File: config.mk
export PLATFORM = sky130hd
export DESIGN_NAME = prog_delay_line
export DESIGN_NICKNAME = d
export VERILOG_FILES = /design/src/rtl/delay_pkg.sv /design/src/rtl/delay_ram.sv /design/src/rtl/prog_delay_line.sv
export SDC_FILE = /design/constraint.sdc
export NUM_CORES = 1
export LEC_CHECK = 0
export CORE_UTILIZATION = 30
export CTS_BUF_LIST = sky130_fd_sc_hd__clkbuf_2
export DETAILED_ROUTE_END_ITERATION = 10
export GPL_TIMING_DRIVEN = 1
export SYNTH_ARGS = -nofsm -noshare
export SYNTH_HDL_FRONTEND = slang
export SYNTH_SLANG_ARGS = --single-unit
File: constraint.sdc
create_clock -name CLK -period 4.3 [get_ports CLK]
set_input_delay 0.86 -clock CLK [delete_from_list [all_inputs] [get_ports CLK]]
set_output_delay 0.86 -clock CLK [all_outputs]
set_load 0.01 [all_outputs]
File: src/rtl/delay_pkg.sv
// Shared helpers for the delay, window and line-buffer blocks: width math and
// delay-request clamping.
package delay_pkg;

    function automatic int unsigned clog2(input int unsigned value);
        int unsigned width;
        width = 0;
        while ((64'(1) << width) < 64'(value))
            width++;
        return width;
    endfunction

    // Width needed to express every delay 0..max_delay
    function automatic int unsigned dly_width(input int unsigned max_delay);
        return clog2(max_delay + 1);
    endfunction

    function automatic int unsigned clamp_dly(input int unsigned dly,
                                              input int unsigned max_delay);
        if (dly == 0)
            return 1;
        else if (dly > max_delay)
            return max_delay;
        return dly;
    endfunction

    function automatic logic dly_illegal(input int unsigned dly,
                                         input int unsigned max_delay);
        return (dly == 0) || (dly > max_delay);
    endfunction

endpackage

File: src/rtl/delay_ram.sv
// Circular sample store: one synchronous write port, one asynchronous read port.
module delay_ram #(
    parameter int unsigned DEPTH  = 64,
    parameter int unsigned WIDTH  = 25,
    parameter int unsigned ADDR_W = 7
) (
    input  logic              clk,
    input  logic              we,
    input  logic [ADDR_W-1:0] wr_addr,
    input  logic [WIDTH-1:0]  wr_data,
    input  logic [ADDR_W-1:0] rd_addr,
    output logic [WIDTH-1:0]  rd_data
);

    logic [WIDTH-1:0] mem [DEPTH];

    // NOTE: the array has no reset; stale entries are masked by fill/primed upstream.
    always_ff @(posedge clk) begin
        if (we)
            mem[wr_addr] <= wr_data;
    end

    assign rd_data = mem[rd_addr];

endmodule

File: src/rtl/prog_delay_line.sv
// Multi-channel delay line with a run-time selectable delay of 1..MAX_DELAY enabled
// cycles; equivalent to a chain of d enabled D flip-flops.
module prog_delay_line
    import delay_pkg::*;
#(
    parameter  int unsigned DATA_WIDTH = 8,
    parameter  int unsigned CHANNELS   = 3,
    parameter  int unsigned MAX_DELAY  = 64,
    localparam int unsigned DLY_W      = dly_width(MAX_DELAY)
) (
    input  logic                           CLK,
    input  logic                           RST,
    input  logic                           E,
    input  logic                           CLR,
    input  logic [DLY_W-1:0]               DLY,
    input  logic                           IN_VALID,
    input  logic [CHANNELS*DATA_WIDTH-1:0] IN,
    output logic                           OUT_VALID,
    output logic [CHANNELS*DATA_WIDTH-1:0] out,
    output logic                           ERR_DLY
);

    localparam int unsigned     DW    = CHANNELS * DATA_WIDTH;
    localparam int unsigned     PTR_W = DLY_W + 1;
    localparam logic [PTR_W-1:0] DEPTH = PTR_W'(MAX_DELAY);

    logic [DLY_W-1:0] wr_ptr, fill, d;
    logic [DLY_W-1:0] rd_ptr, wr_ptr_next, fill_next;
    logic [PTR_W-1:0] rd_sum, wr_inc;
    logic             dly_bad, primed_next, primed_q, valid_q;
    logic [DW:0]      wr_word, rd_word, sample;

    delay_ram #(
        .DEPTH  (MAX_DELAY),
        .WIDTH  (DW + 1),
        .ADDR_W (DLY_W)
    ) u_ram (
        .clk     (CLK),
        .we      (E & ~CLR),
        .wr_addr (wr_ptr),
        .wr_data (wr_word),
        .rd_addr (rd_ptr),
        .rd_data (rd_word)
    );

    // NOTE: every always_comb output is assigned on every path, so no latches are inferred.
    always_comb begin
        d       = DLY_W'(clamp_dly(32'(DLY), MAX_DELAY));
        dly_bad = dly_illegal(32'(DLY), MAX_DELAY);
        wr_word = {IN_VALID, IN};

        // wr_ptr-(d-1) mod MAX_DELAY; adding DEPTH first keeps the sum non-negative
        rd_sum  = {1'b0, wr_ptr} + DEPTH - ({1'b0, d} - PTR_W'(1));
        rd_ptr  = DLY_W'((rd_sum >= DEPTH) ? rd_sum - DEPTH : rd_sum);

        wr_inc      = {1'b0, wr_ptr} + PTR_W'(1);
        wr_ptr_next = (wr_inc == DEPTH) ? '0 : wr_inc[DLY_W-1:0];
        fill_next   = ({1'b0, fill} == DEPTH) ? fill : fill + DLY_W'(1);
        primed_next = ({1'b0, fill} + PTR_W'(1)) >= {1'b0, d};

        sample = (d == DLY_W'(1)) ? wr_word : rd_word;
    end

    // NOTE: state registers use non-blocking assignments so all of them update from pre-edge values.
    always_ff @(posedge CLK or posedge RST) begin
        if (RST) begin
            wr_ptr   <= '0;
            fill     <= '0;
            out      <= '0;
            valid_q  <= 1'b0;
            primed_q <= 1'b0;
            ERR_DLY  <= 1'b0;
        end else if (CLR) begin
            wr_ptr   <= '0;
            fill     <= '0;
            out      <= '0;
            valid_q  <= 1'b0;
            primed_q <= 1'b0;
            ERR_DLY  <= 1'b0;
        end else if (E) begin
            wr_ptr   <= wr_ptr_next;
            fill     <= fill_next;
            out      <= sample[DW-1:0];
            valid_q  <= sample[DW];
            primed_q <= primed_next;
            ERR_DLY  <= ERR_DLY | dly_bad;
        end
    end

    assign OUT_VALID = valid_q & primed_q;

endmodule

==> run_results.csv, run 1 <==
group,metric,value,unit
outcome,status,"completed",
global_routing,overflow,0,
cells_and_area,drive_above_1_share,40.3,%
yosys,yosys_warnings,0,
floorplanning,die_w,463,um
worst_setup_path,reg2reg_slack,0.30,ns
place,placed_area,70500,sq um
timing,tightestPinTransition,1.25,ns
power_and_ir_drop,irDropWorstVdd,0.279,mV
detailed_routing,drc_errors,0,
clock_tree,clk_root_buffer_cell,"clkbuf_2",
run,drv_cap,0,
timing,fmax,0.247,GHz
yosys,syn_nets,2819,
yosys,synth.most_common_cell,"edfxtp_1",
detailed_routing,vias_per_cell,4.92,
worst_setup_path,critPathSlowestCell,"dfrtp_1",
worst_setup_path,worstPathRequired,3.44,ns
place,place_inst,5791,
detailed_routing,wl,168000,um
worst_setup_path,cp_max_fo,2,
yosys,netlist_area,63600,sq um
cells_and_area,seqCellArea,49100,sq um
worst_setup_path,path_class,"flip-flop to output pin",
cells_and_area,multi_input_area,14200,sq um
global_routing,grt_pass1_wl,240000,um
place,dpl.hpwl,102000,um
yosys,ys_ff_latch,1641,
clock_tree,clkLatencyLatePin,1.79,ns
cells_and_area,area_growth,17.1,%
yosys,postSynthCellCount,2763,
yosys,syn_avg_cell_area,23.0,sq um
worst_setup_path,cp.arrival,3.19,ns
power_and_ir_drop,leakagePower,24.1,nW
cells_and_area,fin_nets,3490,
timing,min_period,4.05,ns
worst_setup_path,end_kind,"output pin",
timing,tns,0,ns
detailed_routing,wl_per_cell,25.8,um
global_routing,grt_usage,15.5,%
detailed_routing,vias,32100,
place,globalplace.congestion,0.829,
clock_tree,h-tree-depth,5,
floorplanning,dieArea,214000,sq um
yosys,yosysTopAreaCell,"edfxtp_1",
detailed_routing,final_antenna_net_count,0,
timing,maxSlewViolCount,0,
clock_tree,cts.repair.resized,0,
clock_tree,cts_buffer_depth,4,
worst_setup_path,max_stage_delay,0.73,ns
worst_hold_path,worst_hold_path_type,"input pin to flip-flop",
floorplanning,ios,62,
worst_setup_path,path_buf_inv,1,
yosys,synthArstFlopShare,2.50,%
cells_and_area,layoutNonFillerInstCount,6538,
clock_tree,clk_pin_slew_worst_paths,0.12,ns
yosys,synth_cell_types,50,
detailed_routing,drt_iter0_markers,2787,
power_and_ir_drop,power_density,433,nW/um^2
global_routing,grt_max_degree,66,
worst_setup_path,path_cells,"clkdlybuf4s50_1",
floorplanning,num_rows,168,
clock_tree,cts_tree,"yes",
timing,slew_headroom,16.8,%
cells_and_area,finalInstanceArea,74500,sq um
timing,timing.final.crit_share,94.1,%
clock_tree,cts_buffers,399,
clock_tree,cts_sinks,1641,
timing,skew,0.208,ns
timing,rsz0062_at_grt,"no",
timing,hold_viol,0,
global_routing,antenna_found_initial,10,
yosys,netlist.area_leader.share,75.5,%
detailed_routing,dr.pass1.iters,5,
worst_setup_path,crit_family,"flip-flops",
yosys,synth.area.top_cells,"edfxtp_1, mux4_2, dfrtp_1",
global_routing,grt_pass1_vias,33400,
yosys,yosysSeqAreaShare,77.1,%
floorplanning,start_util,30.3,%
yosys,synthTopCellsByCount,"edfxtp_1, mux4_2, nor2_1",
worst_setup_path,critPathLaunchType,"flip-flop",
timing,setup_viol,0,
floorplanning,die_h,463,um
yosys,synth_edf_count,1600,
yosys,synth_flop_cell,"edfxtp_1",
floorplanning,core,210000,sq um
cells_and_area,nFillCells,19600,
timing,whs,0.265,ns
place,port_buffers,61,
## layer usage
layer	vias up	wire length [um]	global-route usage, %	share of wire, %
met5	-	8	0	0.0047
met4	2	5210	5.44	3.1
met3	291	11500	3.36	6.8
met2	1346	86400	27.0	51
met1	17200	65400	19.1	39
li1	13300	-	-	-
## metrics by stage
stage          worst slack [ns]  util, %  power, W
6_report                  0.255     35.5    0.0323
5_1_grt                   0.149     35.5    0.0336
3_3_place_gp             -0.844     33.6    0.0226
3_5_place_dp             -0.861     33.6    0.0226
4_1_cts                 0.00265     35.4    0.0327
2_1_floorplan             0.226        -    0.0205
## area by class of cell
class                           instances  area share [%]
Sequential cell                      1641            65.8
Tap cell                             2805            4.71
Multi-Input combinational cell        962            19.1
Clock buffer                          585            3.93
Inverter                               11          0.0554
Antenna cell                            7          0.0235
Clock inverter                        108           0.786
Timing Repair Buffer                  419            5.59
## cells by family after synthesis
kind of cell | count (synthesis) | synth area share, %
muxes | 505 | 17.2
AOI/OAI and AO/OA | 155 | 1.72
buffers and inverters | 160 | 1.35
adders and majority gates | 20 | 0.405
DFF | 1641 | 77.1
and+or+nand+nor | 267 | 1.95
xor gates and xnor gates | 15 | 0.218
## path summary, 6_finish.rpt
kind                                  startpoint  cells past startpoint                         end
setup / recovery             out[17]$_DFFE_PP0P_                      1                     out[17]
hold / removal                             IN[2]                      2  u_ram.mem[16][2]$_DFFE_PP_
setup reg to reg           wr_ptr[1]$_DFFE_PP0P_                     11          out[2]$_DFFE_PP0P_
hold reg to reg              ERR_DLY$_DFFE_PP0P_                      2         ERR_DLY$_DFFE_PP0P_
max in group asynchronous                    RST                      4          out[1]$_DFFE_PP0P_
min in group asynchronous                    RST                      3         out[17]$_DFFE_PP0P_
## layout by cell type (no fill, tap or decap), types with 4 or more instances in the layout
cell type        Yosys  routed
nor2b_1             55      55
nand2b_1             4       4
o311ai_1            24      24
clkinv_2             0      14
mux4_2             473     473
nand2_1             42      42
nor2_4               0      56
ha_1                19      17
inv_1               10       9
a21oi_1             58      58
bufinv_16            0       6
buf_4               20     240
dfrtp_1             41      41
buf_2               61      27
clkdlybuf4s50_1      0      34
nand3_1             12      12
edfxtp_1          1600    1600
nor2_2               0       8
diode_2              0       7
o21ai_0              9       9
clkbuf_2             0     585
a211oi_1            26      26
nor2_1             132      68
dlygate4sd3_1        0      47
clkinv_1             1      86
a32o_1               5       5
a2bb2oi_1           24      24
mux2i_1             31      31
xor2_1               8       6
buf_12               0      71
xnor2_1              6       5
## registers in the layout (all words and copies together), names as in the netlist
signal	cells
fill	7
valid_q	1
wr_ptr	7
u_ram.mem	1600
out	24
primed_q	1
ERR_DLY	1
## what timing repair did
action	4_1_cts	5_1_grt
hold buffers	47	0
endpoints found under the hold margin	1657	0
setup buffers	0	0
## power by group
group | switching (W) | internal [W] | total (W)
Combinational | 0.00230 | 0.00220 | 0.00450
Sequential | 0.000131 | 0.0176 | 0.0177
Clock | 0.00610 | 0.00397 | 0.0101
Power figures use the tool's default switching activity.
==> run 2, diff against run 1 <==
Settings changed: CTS_CLUSTER_SIZE set to 8, PLACE_DENSITY set to 0.44.
==> run_results.csv, run 2 (synthesis gave the netlist of run 1 again) <==
group,metric,value,unit
run,drv_cap,0,
timing,maxSlewViolCount,0,
floorplanning,core,210000,sq um
power_and_ir_drop,switching_power,0.00901,W
timing,skew,0.129,ns
global_routing,grt_pass1_wl,271000,um
worst_setup_path,end_kind,"flip-flop",
detailed_routing,drt_iter0_markers,2509,
floorplanning,die_h,463,um
place,dpl.hpwl,119000,um
worst_setup_path,cp_max_fo,11,
worst_setup_path,startpoint,"DLY[5]",
power_and_ir_drop,power_density,437,nW/um^2
power_and_ir_drop,leakagePower,24.5,nW
worst_hold_path,hold_start,"IN[5]",
worst_setup_path,cp.arrival,5.64,ns
worst_setup_path,worstPathRequired,5.92,ns
global_routing,grt_pass1_vias,35500,
clock_tree,clk_root_buffer_cell,"clkbuf_2",
detailed_routing,wl,193000,um
detailed_routing,drc_errors,0,
global_routing,grt_usage,18.0,%
cells_and_area,final_util,35.8,%
cells_and_area,layout_commonest_cell,"edfxtp_1",
timing,min_period,4.02,ns
timing,setup_viol,0,
timing,hold_viol,0,
place,port_buffers,61,
detailed_routing,wl_per_cell,29.2,um
timing,tightestPinTransition,1.39,ns
cells_and_area,drive_above_1_share,41.1,%
global_routing,antenna_found_initial,19,
detailed_routing,vias_per_cell,4.94,
detailed_routing,dr.pass1.iters,8,
worst_hold_path,worst_hold_path_type,"input pin to flip-flop",
timing,fmax,0.249,GHz
global_routing,overflow,0,
timing,timing.final.crit_share,93.5,%
power_and_ir_drop,swShare,27.4,%
cells_and_area,largest_reg_flops,1600,
floorplanning,num_rows,168,
floorplanning,ios,62,
clock_tree,post_cts_buffers,0,
power_and_ir_drop,irDropWorstVdd,0.171,mV
clock_tree,cts_sinks,1641,
cells_and_area,area_growth,18.1,%
timing,slew_headroom,7.42,%
cells_and_area,fin_nets,3572,
place,placed_area,71000,sq um
cells_and_area,layout_common_cells,"edfxtp_1, clkbuf_2, mux4_2",
clock_tree,cts_buffer_depth,4,
clock_tree,clk_pin_slew_worst_paths,0.10,ns
clock_tree,cts_tree,"yes",
clock_tree,clkLatencyLatePin,1.82,ns
global_routing,grt_max_degree,51,
detailed_routing,final_antenna_net_count,0,
floorplanning,die_w,463,um
worst_setup_path,r2r-start,"wr_ptr[1]$_DFFE_PP0P_",
worst_setup_path,path_class,"input pin to flip-flop",
place,globalplace.congestion,0.808,
floorplanning,dieArea,214000,sq um
timing,whs,0.236,ns
clock_tree,cts_buffers,430,
power_and_ir_drop,clockPowerShare,31.2,%
clock_tree,h-tree-depth,5,
power_and_ir_drop,combinationalPowerShare,15.0,%
outcome,status,"completed",
floorplanning,start_util,30.3,%
worst_setup_path,critPathLaunchType,"input pin",
cells_and_area,reg_top3,"u_ram.mem: 1600 flops, out: 24 flops",
power_and_ir_drop,p_int,0.0239,W
cells_and_area,finalInstanceArea,75200,sq um
detailed_routing,vias,32700,
timing,rsz0062_at_grt,"no",
power_and_ir_drop,seq_power_share,53.8,%
cells_and_area,regMostFlops,"u_ram.mem",
-- run 2: cell types whose count changed in the layout (fill, tap and decap cells not counted), moves of 2 or more --
cell,change
buf_4,+38
clkinv_1,+14
clkinv_2,+11
buf_12,+9
clkbuf_2,+8
nor2_2,-8
nor2_4,+8
diode_2,-4
dlygate4sd3_1,+4
bufinv_16,-2
-- run 2: final cells by class --
cell class              instances  area [sq um]
multi-input cells             962         14300
fillers                     19700        135000
diodes                          3          7.51
well taps                    2805          3510
repair buffers                470          4670
clock inverters               131           633
flip-flops and latches       1641         49100
clock buffers                 593          2970
inverters                      11          41.3
-- run 2: metal layers --
layer | track usage [%] | vias up | wire length (um)
li1 | - | 13500 | -
met1 | 22.8 | 17800 | 80100
met2 | 31.0 | 1109 | 98000
met3 | 3.46 | 306 | 9780
met4 | 6.08 | 2 | 5290
met5 | 0 | - | 7
-- run 2: repair_timing --
item | 4_1_cts | 5_1_grt
hold buffers | 51 | 0
resized for setup | 1 | 0
setup endpoints to repair | 1 | 0
hold endpoints to repair | 1739 | 0
-- run 2: stage by stage --
stage | instances | setup slack (ns) | setup TNS, ns | power (W)
6_report | 6616 | 0.279 | 0 | 0.0329
5_1_grt | 6615 | 0.147 | 0 | 0.0344
4_1_cts | 6613 | 0.0541 | 0 | 0.0334
3_5_place_dp | 5838 | -1.06 | -17.30 | 0.0231
3_3_place_gp | 5838 | -1.13 | -19.69 | 0.0230
2_1_floorplan | 2763 | 0.226 | 0 | 0.0205
-- run 2: power by group through the flow --
stage | combinational, W | sequential, W | clock (W)
6_report | 0.00492 | 0.0177 | 0.0103
5_1_grt | 0.00519 | 0.0177 | 0.0115
4_1_cts | 0.00503 | 0.0177 | 0.0107
3_5_place_dp | 0.00498 | 0.0181 | 0
3_3_place_gp | 0.00493 | 0.0181 | 0
2_1_floorplan | 0.00249 | 0.0180 | 0
-- run 2: critical path, cell delays in order --
cell and delay, ns:
dlygate4sd3_1 0.54, clkdlybuf4s50_1 0.43, or4_1 0.49, nor2_1 0.11, o21ai_0 0.17, ha_4 0.57
buf_12 0.26, buf_4 0.23, buf_4 0.17, mux4_2 0.51, mux4_2 0.54, nor2_1 0.54
o311ai_1 0.18
-- run 2: path summary, 6_finish.rpt --
path,to,slack (ns),cells after the start
worst min-delay path,u_ram.mem[26][5]$_DFFE_PP_,0.24,2
min in group asynchronous,out[10]$_DFFE_PP0P_,0.62,4
worst max register to register,out[8]$_DFFE_PP0P_,0.31,11
worst max-delay path,out[8]$_DFFE_PP0P_,0.28,13
worst min register to register,ERR_DLY$_DFFE_PP0P_,0.54,2
max in group asynchronous,wr_ptr[3]$_DFFE_PP0P_,2.88,5
